===== src/rtl/alu_bool_pkg.sv =====
// Shared types and function-code constants for the sliced boolean ALU.
// The bfn encodings are the truth tables indexed by {b_bit, a_bit}.
package alu_bool_pkg;

  typedef enum logic [1:0] {
    IDLE = 2'd0,
    BUSY = 2'd1,
    DONE = 2'd2
  } state_t;

  localparam logic [3:0] BFN_AND  = 4'b1000;
  localparam logic [3:0] BFN_OR   = 4'b1110;
  localparam logic [3:0] BFN_XOR  = 4'b0110;
  localparam logic [3:0] BFN_A    = 4'b1010;
  localparam logic [3:0] BFN_B    = 4'b1100;
  localparam logic [3:0] BFN_ZERO = 4'b0000;
  localparam logic [3:0] BFN_ONES = 4'b1111;

endpackage


===== src/rtl/alu_bool_slice.sv =====
// Combinational truth-table evaluator for one SLICE-bit chunk of the word.
// Each result bit selects bfn[{b_bit, a_bit}].
module alu_bool_slice
  import alu_bool_pkg::*;
#(
  parameter int SLICE = 8
) (
  input  logic [SLICE-1:0] a,
  input  logic [SLICE-1:0] b,
  input  logic [3:0]       bfn,
  output logic [SLICE-1:0] y
);

  always_comb begin
    y = '0;
    for (int i = 0; i < SLICE; i++) begin
      y[i] = bfn[{b[i], a[i]}];
    end
  end

endmodule


===== src/rtl/alu_bool_seq.sv =====
// Multi-cycle boolean unit: evaluates WIDTH bits SLICE at a time through one
// shared slice evaluator, with valid/ready on both sides and a zero flag.
//
// state | meaning
// IDLE  | ready for a new operation; y holds the previous result
// BUSY  | evaluating slice r_idx of the latched operands
// DONE  | result valid, waiting for out_ready
module alu_bool_seq
  import alu_bool_pkg::*;
#(
  parameter int WIDTH = 32,
  parameter int SLICE = 8
) (
  input  logic             clk,
  input  logic             reset,
  input  logic             in_valid,
  output logic             in_ready,
  input  logic [WIDTH-1:0] a,
  input  logic [WIDTH-1:0] b,
  input  logic [3:0]       bfn,
  output logic             out_valid,
  input  logic             out_ready,
  output logic [WIDTH-1:0] y,
  output logic             zero
);

  localparam int NSLICE = WIDTH / SLICE;
  localparam int IDXW   = (NSLICE > 1) ? $clog2(NSLICE) : 1;
  localparam logic [IDXW-1:0] LAST_IDX = IDXW'(NSLICE - 1);

  generate
    if (WIDTH % SLICE != 0) begin : g_bad_cfg
      $error("alu_bool_seq: WIDTH must be a multiple of SLICE");
    end
  endgenerate

  state_t           r_state;
  logic [WIDTH-1:0] r_a;
  logic [WIDTH-1:0] r_b;
  logic [3:0]       r_bfn;
  logic [IDXW-1:0]  r_idx;
  logic [WIDTH-1:0] r_y;
  logic             r_zero_acc;
  logic             r_zero;
  logic             r_out_valid;

  logic             w_accept;
  logic [SLICE-1:0] w_a_sl;
  logic [SLICE-1:0] w_b_sl;
  logic [SLICE-1:0] w_y_sl;
  logic             w_sl_zero;

  // in_ready drops combinationally with reset so nothing is accepted under reset
  assign in_ready  = (r_state == IDLE) && !reset;
  assign w_accept  = in_valid && in_ready;
  assign w_a_sl    = r_a[int'(r_idx)*SLICE +: SLICE];
  assign w_b_sl    = r_b[int'(r_idx)*SLICE +: SLICE];
  assign w_sl_zero = (w_y_sl == '0);

  alu_bool_slice #(.SLICE(SLICE)) u_slice (
    .a   (w_a_sl),
    .b   (w_b_sl),
    .bfn (r_bfn),
    .y   (w_y_sl)
  );

  always_ff @(posedge clk) begin
    if (reset) begin
      r_state     <= IDLE;
      r_a         <= '0;
      r_b         <= '0;
      r_bfn       <= '0;
      r_idx       <= '0;
      r_y         <= '0;
      r_zero_acc  <= 1'b0;
      r_zero      <= 1'b0;
      r_out_valid <= 1'b0;
    end else begin
      unique case (r_state)
        IDLE: begin
          if (w_accept) begin
            r_a        <= a;
            r_b        <= b;
            r_bfn      <= bfn;
            r_y        <= '0;
            r_zero_acc <= 1'b1;
            r_idx      <= '0;
            r_state    <= BUSY;
          end
        end
        BUSY: begin
          r_y[int'(r_idx)*SLICE +: SLICE] <= w_y_sl;
          r_zero_acc <= r_zero_acc & w_sl_zero;
          if (r_idx == LAST_IDX) begin
            r_state     <= DONE;
            r_out_valid <= 1'b1;
            r_zero      <= r_zero_acc & w_sl_zero;
          end else begin
            r_idx <= r_idx + IDXW'(1);
          end
        end
        DONE: begin
          if (out_ready) begin
            r_out_valid <= 1'b0;
            r_state     <= IDLE;
          end
        end
        default: r_state <= IDLE;
      endcase
    end
  end

  assign out_valid = r_out_valid;
  assign y         = r_y;
  assign zero      = r_zero;

endmodule


===== config.mk =====
export PLATFORM = sky130hd
export DESIGN_NAME = alu_bool_seq
export DESIGN_NICKNAME = d
export VERILOG_FILES = /design/src/rtl/alu_bool_pkg.sv /design/src/rtl/alu_bool_slice.sv /design/src/rtl/alu_bool_seq.sv
export SDC_FILE = /design/constraint.sdc
export NUM_CORES = 1
export LEC_CHECK = 0
export ABC_AREA = 1
export ABC_CLOCK_PERIOD_IN_PS = 2450
export CAP_MARGIN = 20
export CELL_PAD_IN_SITES_DETAIL_PLACEMENT = 1
export CELL_PAD_IN_SITES_GLOBAL_PLACEMENT = 1
export CORE_MARGIN = 4
export CORE_UTILIZATION = 32
export CTS_BUF_LIST = sky130_fd_sc_hd__clkbuf_4 sky130_fd_sc_hd__clkbuf_8 sky130_fd_sc_hd__clkbuf_16
export CTS_CLUSTER_DIAMETER = 200
export CTS_CLUSTER_SIZE = 8
export DETAILED_ROUTE_END_ITERATION = 7
export GPL_ROUTABILITY_DRIVEN = 0
export PLACE_DENSITY = 0.76
export SLEW_MARGIN = 20
export SYNTH_ARGS = -nofsm -noshare
export SYNTH_HDL_FRONTEND = slang
export SYNTH_SLANG_ARGS = --single-unit

===== constraint.sdc =====
create_clock -name clk -period 2.45 [get_ports clk]
set_input_delay 0.49 -clock clk [delete_from_list [all_inputs] [get_ports clk]]
set_output_delay 0.49 -clock clk [all_outputs]
set_load 0.1 [all_outputs]

==> metrics.md <==
| Metric | Value |
|---|---|
| Worst endpoint required time | `2.72 ns` |
| Synth area leader | `dfxtp_1` |
| Maximum operating frequency | `458 MHz` |
| Max VDD drop | `between 300 and 400 uV` |
| Yosys cell types | `25` |
| P&R area growth vs syn | `29.3%` |
| Pin count of the biggest net entering global routing | `between 70 and 80` |
| RSZ-0062 raised after global routing | `false` |
| Buffers & Inverters on Critical Path | `2` |
| Slowest-stage cell, CP | `nor3_2` |
| Starting DRT DRC Count | `256` |
| Syn Inst Count | `~700` |
| Initial Utilization | `between 30% and 40%` |
| CTS tree | `done` |
| Core box area | `14700 um2` |
| Final Hold Fails | `0` |
| Die Width | `131 um` |
| Worst Setup Slack post-DPL | `between 0.2 and 0.3 ns` |
| Via count | `4748` |
| Worst Setup Path Type | `flip-flop to flip-flop` |
| Delay-heaviest family, CP | `buffers and inverters` |
| # hold bufs at CTS | `0` |
| Num CTS Buffers | `9` |
| Initial antenna violation count | `0` |
| Share of the yosys chip area belonging to registers | `between 40% and 50%` |
| Vias per inst | `around 4.9` |
| Reg clk slew, reported paths | `0.07 ns` |
| ANT nets after route | `0` |
| PD cells | `690 nW/um2` |
| Clock sink count | `about 110` |
| All-Layer GR Usage | `between 10% and 20%` |
| WL final | `~15000 um` |
| Mapped Area | `between 4000 and 5000 um2` |
| H-tree depth | `3` |
| Dpl hpwl | `10900 um` |
| Critical Path Start Type | `flip-flop` |
| Outcome | `finished clean` |
| Die height | `approximately 130 um` |
| Vias in the first global route | `5048` |
| Die ar. | `approximately 17000 um2` |
| Grt total ovfl | `0` |
| DRC | `0` |
| First-pass GRT wire length | `around 25000 um` |
| # diodes | `0` |
| # setup viols final | `0` |
| Final net count | `approximately 850` |
| Crit-path cells | `inv_4, ha_1, clkinv_1, nor3_2, nand2_1, a21oi_1` |
| Critical-path maximum fanout | `between 40 and 50` |
| Commonest non-fill, non-tap cell in the layout | `nand2_1` |
| Sequential power share | `~44%` |
| Hold WC Path Type | `flip-flop to flip-flop` |
| Final slew viol count | `0` |
| Worst Setup Slack, final | `0.268 ns` |
| Clk pwr share | `about 37%` |
| Slew @ Worst Pin | `around 0.58 ns` |
| CTS max path bufs | `2` |
| CTS resizes | `0` |
| Crit-path max cell delay | `~0.50 ns` |
| Final Util | `between 40% and 50%` |
| Internal power | `3.09 mW` |
| Period utilization | `89.1%` |
| Setup TNS | `0 ns` |
| 1st-pass router iterations | `4` |
| Lkg Pwr | `~2.7 nW` |
| Switch share | `28.7%` |
| Most frequent cells in the layout | `nand2_1 (295), nand3_1 (114), dfxtp_1 (107)` |
| WL/cell | `around 15 um` |
| Post-CTS Setup Inserts | `0` |
| Final Skew | `0.00817 ns` |
| Yosys top cell area share | `between 40% and 50%` |
| Max capacitance violation total | `0` |
| IO Pins | `~110` |
| Post-layout minimum cycle time | `about 2.2 ns` |
| Critical Path AT | `about 2.5 ns` |
| Seq cells post-synth | `between 100 and 150` |
| Reg2reg setup slack | `between 0.2 and 0.3 ns` |
| Gate power share | `a little under a fifth` |
| Ranking of synthesized cells by area | `dfxtp_1 (44%), nand2_1 (23%), nand3_1 (12%), a21oi_1 (4.2%), nand3_2 (3.1%)` |
| Max-slew headroom | `slightly above 60%` |
| Share of layout cells above drive strength 1 | `between 10% and 20%` |
| Average size of a mapped cell | `slightly above 7 um2` |
| Post-Synthesis Net Count | `765` |
| PortBufs | `106` |
| Synth Warn # | `0` |
| Switching pwr | `1.24 mW` |
| Root Driver | `clkbuf_16` |
| Worst skew pair latency | `roughly 0.35 ns` |
| CP Capture Type | `flip-flop` |
| Row count | `44` |
power by group through the flow:
| stage | Combinational (mW) | Sequential, mW | Clock (mW) |
|---|---|---|---|
| 6_report | 0.811 | 1.91 | 1.61 |
| 4_1_cts | 0.818 | 1.91 | 1.65 |
| 5_1_grt | 0.902 | 1.92 | 1.72 |
| 3_3_place_gp | 0.786 | 1.94 | 0 |
| 2_1_floorplan | 0.521 | 1.95 | 0 |
| 3_5_place_dp | 0.811 | 1.95 | 0 |
worst min-delay path: stages (launching register included):
cell and delay [ns]:
dfxtp_1 0.30, inv_1 0.06, a21oi_1 0.05
cells by family after synthesis:
group                    after synthesis  synth area share (%)
AO/OA/AOI/OAI                         55                  5.77
adder cells (fa/ha/maj)                4                  1.03
buffers and inverters                 67                  7.06
flip-flops                           107                  44.1
AND/OR/NAND/NOR                      456                  42.0
layout make-up:
class / instances / area, um2
fill: 1841 / 8420
sequential: 107 / 2140
inverter: 24 / 97.6
tap: 184 / 230
multi-input combinational: 515 / 2380
timing repair buffer: 114 / 1080
clock inverter: 5 / 85.1
clock buffer: 11 / 253
final timing paths:
check        startpoint  endpoint  cells after the start
max reg2reg    r_idx[0]      y[6]                      6
min reg2reg     r_b[20]   r_b[20]                      2
max            r_idx[0]      y[6]                      6
min             r_b[20]   r_b[20]                      2
flip-flops by register name (all words and copies together) (netlist names):
signal	flops
r_bfn	4
r_b	32
y	32
out_valid	1
r_idx	2
r_a	32
r_zero_acc	1
r_state	2
zero	1
routing by layer:
metal	up-vias	wire length, um	global-route usage (%)
met1	2235	6790	22.0
li1	2391	-	-
met2	102	7170	29.6
met3	20	622	3.29
met5	-	0	0
met4	0	240	5.66
synthesized netlist by cell type:
cell type    n
nand2_1    296
nand3_1    114
dfxtp_1    107
a21oi_1     41
clkbuf_1    18
inv_1       16
nand3_2     15
nor2_1      11
buf_6        9
nor3_2       9
buf_1        7
buf_2        7
nand3b_1     7
o21ai_0      6
o21ai_1      6
ha_1         4
clkinv_1     3
inv_2        3
a211oi_1     2
buf_4        2
nor2_2       2
and3_1       1
inv_4        1
inv_6        1
nor3_1       1
per-stage QoR:
| step | power [mW] | hold WS, ns | instance area (um2) | std cells |
|---|---|---|---|---|
| after CTS | 4.38 | 0.461 | 6270 | 960 |
| after detailed placement | 2.76 | 0.449 | 5940 | 944 |
| after floorplan | 2.47 | 0.429 | 4870 | 689 |
| final | 4.33 | 0.456 | 6270 | 960 |
| after global routing | 4.55 | 0.490 | 6270 | 960 |
| after global placement | 2.73 | 0.439 | 5940 | 944 |
No activity file was read; power rests on OpenSTA's default activity.
